`config.mk`:
```
export PLATFORM = sky130hd
export DESIGN_NAME = mem_bist_ctrl
export DESIGN_NICKNAME = d
export VERILOG_FILES = /design/src/rtl/mem_bist_pkg.sv /design/src/rtl/mem_bist_ctrl_pattern_gen.sv /design/src/rtl/mem_bist_ctrl.sv
export SDC_FILE = /design/constraint.sdc
export NUM_CORES = 1
export LEC_CHECK = 0
export BUFFER_PORTS_ARGS = -buffer_cell sky130_fd_sc_hd__buf_4
export CORE_AREA = 3 3 96 166
export CTS_BUF_LIST = sky130_fd_sc_hd__clkbuf_16
export CTS_CLUSTER_SIZE = 14
export DETAILED_ROUTE_END_ITERATION = 8
export DIE_AREA = 0 0 99 169
export PLACE_DENSITY = 0.83
export SLEW_MARGIN = 20
export SYNTH_ARGS = -nofsm -noshare
export SYNTH_HDL_FRONTEND = slang
export SYNTH_SLANG_ARGS = --single-unit
```
`constraint.sdc`:
```
create_clock -name clk -period 8.1 [get_ports clk]
set_input_delay 0.81 -clock clk [delete_from_list [all_inputs] [get_ports clk]]
set_output_delay 0.81 -clock clk [all_outputs]
set_load 0.1 [all_outputs]
```
`src/rtl/mem_bist_pkg.sv`:
```
// Shared types and constants for the memory BIST controller.
package mem_bist_pkg;

  localparam int DATA_W = 32;
  localparam int ADDR_W = 32;
  localparam logic [DATA_W-1:0] DEFAULT_SEED = 32'hA5A5_0000;

  typedef enum logic [2:0] {
    IDLE = 3'd0,
    WR0  = 3'd1,
    RD0  = 3'd2,
    WR1  = 3'd3,
    RD1  = 3'd4,
    DONE = 3'd5
  } bist_state_t;

  function automatic logic is_wr(input bist_state_t s);
    return (s == WR0) || (s == WR1);
  endfunction

  function automatic logic is_rd(input bist_state_t s);
    return (s == RD0) || (s == RD1);
  endfunction

  // Second pass writes and checks the complemented pattern.
  function automatic logic is_inv(input bist_state_t s);
    return (s == WR1) || (s == RD1);
  endfunction

endpackage

```
`src/rtl/mem_bist_ctrl_pattern_gen.sv`:
```
// Test pattern: address XOR seed, complemented on the second pass.
module bist_pattern_gen
  import mem_bist_pkg::*;
#(
  parameter logic [DATA_W-1:0] SEED = DEFAULT_SEED
) (
  input  logic [ADDR_W-1:0] addr,
  input  logic              inv,
  output logic [DATA_W-1:0] pattern
);

  assign pattern = (DATA_W'(addr) ^ SEED) ^ {DATA_W{inv}};

endmodule

```
`src/rtl/mem_bist_ctrl.sv`:
```
// Two-pass write/read-back memory BIST; stops at the first mismatch and
// records its address, expected and actual word.
module mem_bist_ctrl
  import mem_bist_pkg::*;
#(
  parameter int                DEPTH = 16,
  parameter logic [DATA_W-1:0] SEED  = DEFAULT_SEED
) (
  input  logic              clk,
  input  logic              rst_n,
  input  logic              start,
  output logic [ADDR_W-1:0] address,
  output logic [DATA_W-1:0] write_data,
  output logic              write_enable,
  output logic              read_enable,
  input  logic [DATA_W-1:0] read_data,
  output logic              busy,
  output logic              done,
  output logic              pass,
  output logic [ADDR_W-1:0] fail_addr,
  output logic [DATA_W-1:0] fail_exp,
  output logic [DATA_W-1:0] fail_act
);

  localparam logic [ADDR_W-1:0] LAST = ADDR_W'(DEPTH - 1);

  bist_state_t       state, nstate;
  logic [ADDR_W-1:0] ncnt;
  logic [DATA_W-1:0] pat_cur, pat_nxt;
  logic              accept, mism, fin;

  // The address register doubles as the word counter; it is 0 outside tests.
  bist_pattern_gen #(.SEED(SEED)) u_pat_cur (
    .addr   (address),
    .inv    (is_inv(state)),
    .pattern(pat_cur)
  );

  bist_pattern_gen #(.SEED(SEED)) u_pat_nxt (
    .addr   (ncnt),
    .inv    (is_inv(nstate)),
    .pattern(pat_nxt)
  );

  always_comb begin
    nstate = state;
    ncnt   = address;
    accept = 1'b0;
    mism   = 1'b0;
    fin    = 1'b0;
    unique case (state)
      IDLE, DONE: begin
        if (start) begin
          nstate = WR0;
          ncnt   = '0;
          accept = 1'b1;
        end
      end
      default: begin
        if (is_rd(state) && (read_data != pat_cur)) begin
          mism   = 1'b1;
          nstate = DONE;
          ncnt   = '0;
        end else if (address == LAST) begin
          ncnt = '0;
          case (state)
            WR0:     nstate = RD0;
            RD0:     nstate = WR1;
            WR1:     nstate = RD1;
            default: begin
              nstate = DONE;
              fin    = 1'b1;
            end
          endcase
        end else begin
          ncnt = address + ADDR_W'(1);
        end
      end
    endcase
  end

  always_ff @(posedge clk or negedge rst_n) begin
    if (!rst_n) state <= IDLE;
    else        state <= nstate;
  end

  // Outputs are registered from the next-state view so they line up with state.
  always_ff @(posedge clk or negedge rst_n) begin
    if (!rst_n) begin
      address      <= '0;
      write_data   <= '0;
      write_enable <= 1'b0;
      read_enable  <= 1'b0;
      busy         <= 1'b0;
      done         <= 1'b0;
    end else begin
      address      <= ncnt;
      write_data   <= is_wr(nstate) ? pat_nxt : '0;
      write_enable <= is_wr(nstate);
      read_enable  <= is_rd(nstate);
      busy         <= is_wr(nstate) || is_rd(nstate);
      done         <= (nstate == DONE);
    end
  end

  always_ff @(posedge clk or negedge rst_n) begin
    if (!rst_n) begin
      pass      <= 1'b0;
      fail_addr <= '0;
      fail_exp  <= '0;
      fail_act  <= '0;
    end else if (accept) begin
      pass      <= 1'b0;
      fail_addr <= '0;
      fail_exp  <= '0;
      fail_act  <= '0;
    end else if (mism) begin
      fail_addr <= address;
      fail_exp  <= pat_cur;
      fail_act  <= read_data;
    end else if (fin) begin
      pass <= 1'b1;
    end
  end

endmodule

```
Yosys cells after proc, flatten, opt, wreduce, memory -nomap -nowiden:

Index checks and enable logic that the tools add are counted.

* register bits after elaboration: 168
* logic and storage cells: 69

* add/sub/neg operators: 1
* equality and inequality tests: 13
* mux-type cells: 27
* bitwise gates (word level): 4
* reduce and logical (&&, ||, !) cells: 13

Operators with widths (count)
* 32-bit two-way mux: 11
* 32-bit bitwise XOR: 2
* 32-bit by 1-bit adder with 32-bit output (second input constant): 1
* 32-bit by 4-bit equality test with 1-bit output (second input constant): 1
* 32-bit inequality test: 1
* 8-bit inverter: 2
* 3-bit by 2-bit equality test with 1-bit output (second input constant): 4
* 3-bit equality test (second input constant): 4
* 3-bit two-way mux: 4
* 1-bit two-way mux: 11
* 3-bit one-hot mux with 3 select lines: 1
* 3-bit by 1-bit equality test with 1-bit output (second input constant): 2
* 1-bit logical OR: 6
* 2-bit nonzero test: 2
* 3-bit logical NOT: 1
* 3-bit OR reduction: 1
* 2-bit inequality test (second input constant): 1
* 2-bit AND reduction: 1
* 2-bit OR reduction: 1
* 1-bit logical AND: 1

Longest topological paths before layout:

Gate-level depths: netlist of run 1.

* word-level depth: 11
* depth in mapped cells: 12

Cells and area by module:

From an unflattened synthesis of run 1, not the netlist that was laid out.

* cell total of the unflattened synthesis: 667
* area total of the unflattened synthesis: 7921.3 um2

By module, submodules not included
* mem_bist_ctrl: instances 1, cells an instance 595, area each 7218.2 um2, seq. area each 4204.0 um2
* bist_pattern_gen: instances 2, cells an instance 36, area each 351.6 um2, seq. area each 0.0 um2

Worst setup path after synthesis of run 1:

OpenSTA, ideal clock, no wires.

* path kind: flip-flop to flip-flop
* from: reg address[0]
* to: reg write_data[30]
* data arrival time: 3.273 ns
* required time: 8.020 ns
* setup slack: 4.748 ns
* stages on the path, launching flop included: 10
* period minus slack after synthesis: 3.352 ns
* cell sequence: dfrtp_1 buf_2 xor2_1 nand4_1 or4_4 a221oi_4 o2111ai_4 a2111oi_2 a211o_2 mux2i_1

* elaborated cells between the ends (all ways): 18
* classes of those cells: 1 x add/sub; 5 x eq/ne; 7 x mux; 2 x bitwise; 3 x reduce/logical

RTL lines
* start: declaration: line mem_bist_ctrl.sv:12 `output logic [ADDR_W-1:0] address,`
* start signal: assignment: line mem_bist_ctrl.sv:97 `address <= ncnt;`
* parallel branches: the longest is 3 deep, another holds 32-bit by 1-bit adder with 32-bit output
* 32-bit two-way mux (*): line mem_bist_ctrl.sv:60 `if (is_rd(state) && (read_data != pat_cur)) begin`
* 32-bit two-way mux (*): line mem_bist_ctrl.sv:51 `unique case (state)`
* via ncnt[30]: line mem_bist_ctrl.sv:28 `logic [ADDR_W-1:0] ncnt;`
* 32-bit bitwise XOR (*): line mem_bist_ctrl_pattern_gen.sv:12 `assign pattern = (DATA_W'(addr) ^ SEED) ^ {DATA_W{inv}};`
* 32-bit two-way mux (*): line mem_bist_ctrl.sv:98 `write_data <= is_wr(nstate) ? pat_nxt : '0;`
* end signal: assignment: line mem_bist_ctrl.sv:98
* end: declaration: line mem_bist_ctrl.sv:13 `output logic [DATA_W-1:0] write_data,`

Mark *: on every way through the listed nets, which the timed path passes.
A chain may end at the register's enable or synchronous reset.

Worst setup path in the final report of run 1:

* from: reg state[1]
* to: reg write_data[4]

* elaborated cells between the ends (all ways): 26
* classes of those cells: 9 x eq/ne; 8 x mux; 2 x bitwise; 7 x reduce/logical

RTL lines
* start: declaration: line mem_bist_ctrl.sv:27 `bist_state_t state, nstate;`
* start signal: assignment: line mem_bist_ctrl.sv:84 `else state <= nstate;`
* 3-bit by 2-bit equality test with 1-bit output or 3-bit equality test (tied branches): line mem_bist_pkg.sv:27, mem_bist_pkg.sv:22
* 1-bit logical OR: line mem_bist_pkg.sv:27 `return (s == WR1) || (s == RD1);`
* 32-bit bitwise XOR: line mem_bist_ctrl_pattern_gen.sv:12
* 32-bit inequality test: line mem_bist_ctrl.sv:60
* 1-bit logical AND: line mem_bist_ctrl.sv:60
* 32-bit two-way mux: line mem_bist_ctrl.sv:60
* 32-bit two-way mux (*): line mem_bist_ctrl.sv:51
* via ncnt[4]: line mem_bist_ctrl.sv:28
* 32-bit bitwise XOR (*): line mem_bist_ctrl_pattern_gen.sv:12
* 32-bit two-way mux (*): line mem_bist_ctrl.sv:98

Mark *: on every way through the listed nets, which the timed path passes. The rest lies on a longest branch.

==> flow_metrics.env, run 1 <==
export IMPL_fin_tns_setup_ns=0
export IMPL_cap_violations=0
export IMPL_fin_cells=1270
export IMPL_fin_nets=1110
export IMPL_antennaDiodeCount=0
export IMPL_area_delta_synth_final_pct=23.3
export IMPL_rsz0062_at_grt="no"
export IMPL_syn_inst=936
export IMPL_async_flop_share_pct=100
export IMPL_drt_initial_drc_count=562
export IMPL_fin_util_pct=71.6
export IMPL_tightest_slew_ns=1.15
export IMPL_design_die_area_um2=16700
export IMPL_ys_ff_latch=168
export IMPL_slew_headroom_pct=23.0
export IMPL_post_place_ws_ns=3.63
export IMPL_routed_top_layer="met4"
export IMPL_syn_num_nets=972
export IMPL_crit_arrival_ns=4.84
export IMPL_synth_main_ff_cell="dfrtp_1"
export IMPL_avgSynthCellArea_um2=9.20
export IMPL_cts_hold_fix_buffers=0
export IMPL_worstSetupEndpoint="write_data[4]$_DFF_PN0_"
export IMPL_hold_viol=0
export IMPL_io_pins=200
export IMPL_required_ns=8.43
export IMPL_gr_total_overflow=0
export IMPL_start_util_pct=58.0
export IMPL_setup_viol=0
export IMPL_cts_resized=0
export IMPL_period_share_pct=55.7
export IMPL_reg2reg_depth=10
export IMPL_cts_tree="done"
export IMPL_port_buffers=199
export IMPL_clock_sinks=168
export IMPL_report_final_slew_viol_count=0
export IMPL_grt_pass1_wl_um=40800
export IMPL_clk_path_buf_depth=2
export IMPL_wl_per_cell_um=20.6
export IMPL_critPathKind="reg -> reg"
export IMPL_whs_ns=0.489
export IMPL_r2r_slack_ns=3.59
export IMPL_path_clk_slew_ns=0.07
export IMPL_grt_use_total_pct=31.1
export IMPL_path_max_fanout=88
export IMPL_synth_cell_types=59
export IMPL_cts_buffers=17
export IMPL_syn_area_um2=8610
export IMPL_num_vias=7857
export IMPL_clockRootBuffer="clkbuf_16"
export IMPL_detail_route_antenna_nets=0
export IMPL_routed_via_density=6.19
export IMPL_synth_top_cell_area_share_pct=48.8
export IMPL_finalCriticalPeriod_ns=4.51
export IMPL_wl_um=26200
export IMPL_htreeDepth=4
export IMPL_drc=0
export IMPL_worstSkewPairLatency_ns=0.43
export IMPL_dp_cells=1238
export IMPL_post_cts_buffers=0
export IMPL_synth_most_common_cell="nand2_1"
export IMPL_p_per_area_nw_per_um2=159
export IMPL_fmax_ghz=0.222
export IMPL_dpl_hpwl_um=18000
export IMPL_met1_length_um=9570
export IMPL_ys_warn_count=0
export IMPL_wl_met3_um=2070
export IMPL_status="complete, no violations"
export IMPL_dieHeight_um=169
export IMPL_leakage_nw=5.52
export IMPL_cp_start_kind="flip-flop"
export IMPL_fp_dieW_um=99
export IMPL_reg2reg_to="write_data[4]$_DFF_PN0_"
export IMPL_end_kind="flip-flop"
export IMPL_num_rows=59
export IMPL_cp_startpoint="state[1]$_DFF_PN0_"
export IMPL_yosysSeqAreaShare_pct=48.8
export IMPL_yosys_top_cells_area="dfrtp_1, nand2_1, nand3_1"
export IMPL_dr_pass1_iters=5
export IMPL_met2_length_um=13100
export IMPL_r2r_start="state[1]$_DFF_PN0_"
export IMPL_antenna_found_initial=0
export IMPL_synth_top_area_cell="dfrtp_1"
export IMPL_synth_edf_count=0
export IMPL_grt_max_degree=103
export IMPL_drive_gt1_share_pct=23.6
export IMPL_worst_slack_ns=3.59
export IMPL_hold_path_class="in -> async"
export IMPL_gp_congestion=0.977
export IMPL_ir_worst_vdd_v=0.000128
export IMPL_skew_ns=0.0139
export IMPL_core_area_um2=14800
export IMPL_synthTopCellsByCount="nand2_1, dfrtp_1, nand3_1, o21ai_0, buf_2"
export IMPL_grt_pass1_vias=7633
## worst min path at each step
stage,from,end,slack (ns),depth (start not counted)
2_1_floorplan,rst_n,address[0]$_DFF_PN0_,0.51,0
3_3_place_gp,pass$_DFFE_PN0P_,pass$_DFFE_PN0P_,0.47,2
3_5_place_dp,fail_act[14]$_DFFE_PN0P_,fail_act[14]$_DFFE_PN0P_,0.49,2
4_1_cts,pass$_DFFE_PN0P_,pass$_DFFE_PN0P_,0.50,2
5_1_grt,fail_act[11]$_DFFE_PN0P_,fail_act[11]$_DFFE_PN0P_,0.52,2
6_report,rst_n,fail_act[17]$_DFFE_PN0P_,0.49,1
## critical path, cell delays in order (launching register included)
cell and delay [ns]:
dfrtp_1 0.73, inv_2 0.22, a2bb2oi_4 0.21, buf_4 0.33, or4_4 0.61, a221oi_4 0.40, nand2_1 0.25, nand2_4 0.41
buf_4 0.70, a32o_1 0.32, mux2i_1 0.20
## per-stage QoR
stage | power (W) | cell area [um2]
floorplan | 0.000868 | 8610
global placement | 0.000908 | 10000
detailed placement | 0.000908 | 10000
CTS | 0.00169 | 10600
global route | 0.00173 | 10600
finish | 0.00168 | 10600
## routing by layer
layer	vias to the layer above	track usage [%]
met3	109	5.03
li1	3540	-
met5	-	0
met1	3759	39.1
met4	0	17.4
met2	449	50.7
## layout make-up
class | count | area, um2
Clock buffer | 17 | 425
Clock inverter | 15 | 144
Fill cell | 1130 | 4220
Inverter | 4 | 15.0
Multi-Input combinational cell | 677 | 4050
Sequential cell | 168 | 4200
Tap cell | 183 | 229
Timing Repair Buffer | 206 | 1550
## sequential cells by signal, indices dropped and copies added (netlist names)
| signal | cells |
|---|---|
| fail_act | 32 |
| address | 32 |
| fail_addr | 32 |
| fail_exp | 32 |
| read_enable | 1 |
| write_enable | 1 |
| busy | 1 |
| done | 1 |
| write_data | 32 |
| state | 3 |
| pass | 1 |
## where the power goes
group           switching, W  internal [W]
sequential     0.00000000152      0.000839
combinational      0.0000351     0.0000184
clock               0.000362      0.000431
## cell families (layout without fill, tap and decap cells)
kind of cell	count (synthesis)	in the layout	share of synthesized area, %
AO/OA/AOI/OAI	155	155	11.7
flip-flops	168	168	48.8
adder cells (fa/ha/maj)	2	2	0.262
multiplexers	41	41	4.78
buffers and inverters	91	242	4.72
XOR/XNOR	73	73	7.58
AND/OR/NAND/NOR	406	406	22.1
## cell usage in the layout (no fill, tap or decap), types with 2 or more instances in the layout
cell type / n
nor3_1: 8
buf_4: 205
clkinv_1: 2
o21a_1: 2
and2_1: 4
o22ai_1: 22
xor2_1: 41
or3_1: 5
a21oi_1: 33
and3_1: 6
xnor2_1: 31
nand4_1: 20
clkinv_4: 4
inv_1: 4
nand2_1: 171
a22o_1: 3
dfrtp_1: 168
inv_6: 3
nand3_1: 123
clkbuf_16: 17
nor4_1: 17
o32ai_1: 2
a41oi_1: 2
or4_1: 4
or2_2: 4
o21ai_0: 58
nor2_1: 32
o211a_1: 12
mux2i_1: 40
a221o_1: 3
inv_8: 3
Note: power is estimated with default switching activity, not from simulation.
==> run 2: changes to the inputs <==
CORE_AREA = 3 3 100 174   (was 3 3 96 166)
DIE_AREA = 0 0 103 177   (was 0 0 99 169)
PLACE_DENSITY = 0.77   (was 0.83)
clock period = 4.7 ns   (was 8.1 ns; I/O delays follow)
==> flow_metrics.env, run 2 (same netlist as run 1, synthesis figures left out) <==
export IMPL_status="complete, no violations"
export IMPL_wl_um=27400
export IMPL_reg2reg_depth=10
export IMPL_setup_viol=0
export IMPL_dpl_cell_area_um2=10100
export IMPL_clock_sinks=168
export IMPL_p_seq_share_pct=49.6
export IMPL_report_final_slew_viol_count=0
export IMPL_drive_gt1_share_pct=24.5
export IMPL_cts_tree="done"
export IMPL_p_comb_share_pct=3.2
export IMPL_p_per_area_nw_per_um2=272
export IMPL_reg2reg_to="fail_exp[6]$_DFFE_PN0P_"
export IMPL_switching_share_pct=24.9
export IMPL_r2r_slack_ns=0.93
export IMPL_leakage_nw=5.57
export IMPL_dpl_hpwl_um=19100
export IMPL_cp_startpoint="state[1]$_DFF_PN0_"
export IMPL_critPathKind="reg -> reg"
export IMPL_layout_commonest_cell="buf_4"
export IMPL_grt_max_degree=130
export IMPL_post_cts_buffers=0
export IMPL_path_clk_slew_ns=0.07
export IMPL_routed_via_density=6.10
export IMPL_gp_congestion=0.990
export IMPL_htreeDepth=4
export IMPL_crit_arrival_ns=4.10
export IMPL_fmax_ghz=0.265
export IMPL_cp_start_kind="flip-flop"
export IMPL_fill_cells=1317
export IMPL_grt_pass1_wl_um=41300
export IMPL_detail_route_antenna_nets=0
export IMPL_design_die_area_um2=18200
export IMPL_dr_pass1_iters=5
export IMPL_p_int_w=0.00219
export IMPL_worst_slack_ns=0.927
export IMPL_num_vias=7837
export IMPL_hold_path_class="in -> async"
export IMPL_antenna_found_initial=0
export IMPL_io_pins=200
export IMPL_fin_tns_setup_ns=0
export IMPL_grt_pass1_vias=7548
export IMPL_period_share_pct=80.3
export IMPL_cts_hold_fix_buffers=0
export IMPL_required_ns=5.03
export IMPL_hold_viol=0
export IMPL_register_area_um2=4200
export IMPL_clockRootBuffer="clkbuf_16"
export IMPL_final_cell_mix="buf_4, nand2_1, dfrtp_1"
export IMPL_finish_instance_area_um2=10700
export IMPL_cts_resized=0
export IMPL_clockPowerShare_pct=47.2
export IMPL_worstSetupEndpoint="fail_exp[6]$_DFFE_PN0P_"
export IMPL_num_rows=61
export IMPL_post_place_ws_ns=0.986
export IMPL_path_max_fanout=129
export IMPL_end_kind="flip-flop"
export IMPL_skew_ns=0.00989
export IMPL_r2r_start="state[1]$_DFF_PN0_"
export IMPL_drc=0
export IMPL_drt_initial_drc_count=592
export IMPL_clk_path_buf_depth=2
export IMPL_cap_violations=0
export IMPL_ir_worst_vdd_v=0.000222
export IMPL_tightest_slew_ns=1.11
export IMPL_antennaDiodeCount=0
export IMPL_slew_headroom_pct=25.8
export IMPL_core_area_um2=16000
export IMPL_dieHeight_um=177
export IMPL_fp_dieW_um=103
export IMPL_grt_use_total_pct=29.8
export IMPL_finalCriticalPeriod_ns=3.77
export IMPL_fin_nets=1119
export IMPL_wl_per_cell_um=21.3
export IMPL_switchingPower_w=0.000725
export IMPL_cts_buffers=17
export IMPL_port_buffers=199
export IMPL_gr_total_overflow=0
export IMPL_start_util_pct=53.7
export IMPL_rsz0062_at_grt="no"
export IMPL_area_delta_synth_final_pct=24.5
export IMPL_multiInputGateArea_um2=4060
export IMPL_worstSkewPairLatency_ns=0.43
[run 2: cell count changes in the layout (fill, tap and decap cells not counted)]
| cell | previous run | this run |
|---|---|---|
| bufinv_16 | 1 | 0 |
| clkinv_4 | 4 | 3 |
| inv_8 | 3 | 6 |
| nor3_2 | 0 | 1 |
| inv_1 | 4 | 3 |
| inv_6 | 3 | 2 |
| nor3_1 | 8 | 7 |
| clkinv_8 | 0 | 2 |
| buf_12 | 0 | 1 |
| clkinv_1 | 2 | 1 |
| buf_4 | 205 | 213 |
[run 2: critical path: stages, from the launching register on]
cell and delay (ns):
dfrtp_1 0.77, nor2_1 0.16, a2bb2oi_4 0.42, buf_4 0.47
xnor3_1 0.33, a221oi_4 0.29, nand2_1 0.28, nand2_4 0.16
buf_12 0.39, nand3_1 0.17, o21ai_0 0.16
[run 2: how the worst min path moves through the flow]
stage / startpoint / to / cells after the start
finish: rst_n / write_data[30]$_DFF_PN0_ / 1
global route: rst_n / write_data[30]$_DFF_PN0_ / 1
CTS: rst_n / write_data[30]$_DFF_PN0_ / 1
detailed placement: pass$_DFFE_PN0P_ / pass$_DFFE_PN0P_ / 2
global placement: pass$_DFFE_PN0P_ / pass$_DFFE_PN0P_ / 2
floorplan: rst_n / address[0]$_DFF_PN0_ / 0
[run 2: power groups by stage]
stage	Combinational, W	Clock, W	Sequential (W)
6_report	0.0000944	0.00137	0.00144
5_1_grt	0.000103	0.00144	0.00144
4_1_cts	0.0000955	0.00139	0.00144
3_5_place_dp	0.0000954	0	0.00147
3_3_place_gp	0.0000940	0	0.00147
2_1_floorplan	0.0000223	0	0.00147
[run 2: stage by stage]
stage	hold WS, ns	utilization (%)	power (W)	cells
floorplan	0.174	-	0.00150	936
global placement	0.478	63.2	0.00157	1253
detailed placement	0.477	63.2	0.00157	1253
CTS	0.170	66.9	0.00293	1285
global route	0.174	66.9	0.00299	1285
finish	0.116	66.9	0.00291	1285
[run 2: metal layers]
metal / track usage (%) / wire, um / up-vias / part of all wire [%]
met2: 49.0 / 13800 / 432 / 51
met3: 4.93 / 1870 / 106 / 6.8
met5: 0 / 0 / - / 0
met4: 17.3 / 1570 / 0 / 5.7
li1: - / - / 3559 / -
met1: 36.2 / 10100 / 3740 / 37
[run 2: final cells by class]
cell class | instances | share of cell area, %
sequential | 168 | 39.2
multi-input combinational | 677 | 37.8
timing repair buffer | 215 | 15.2
clock buffer | 17 | 3.97
tap | 189 | 2.21
clock inverter | 15 | 1.45
inverter | 4 | 0.140
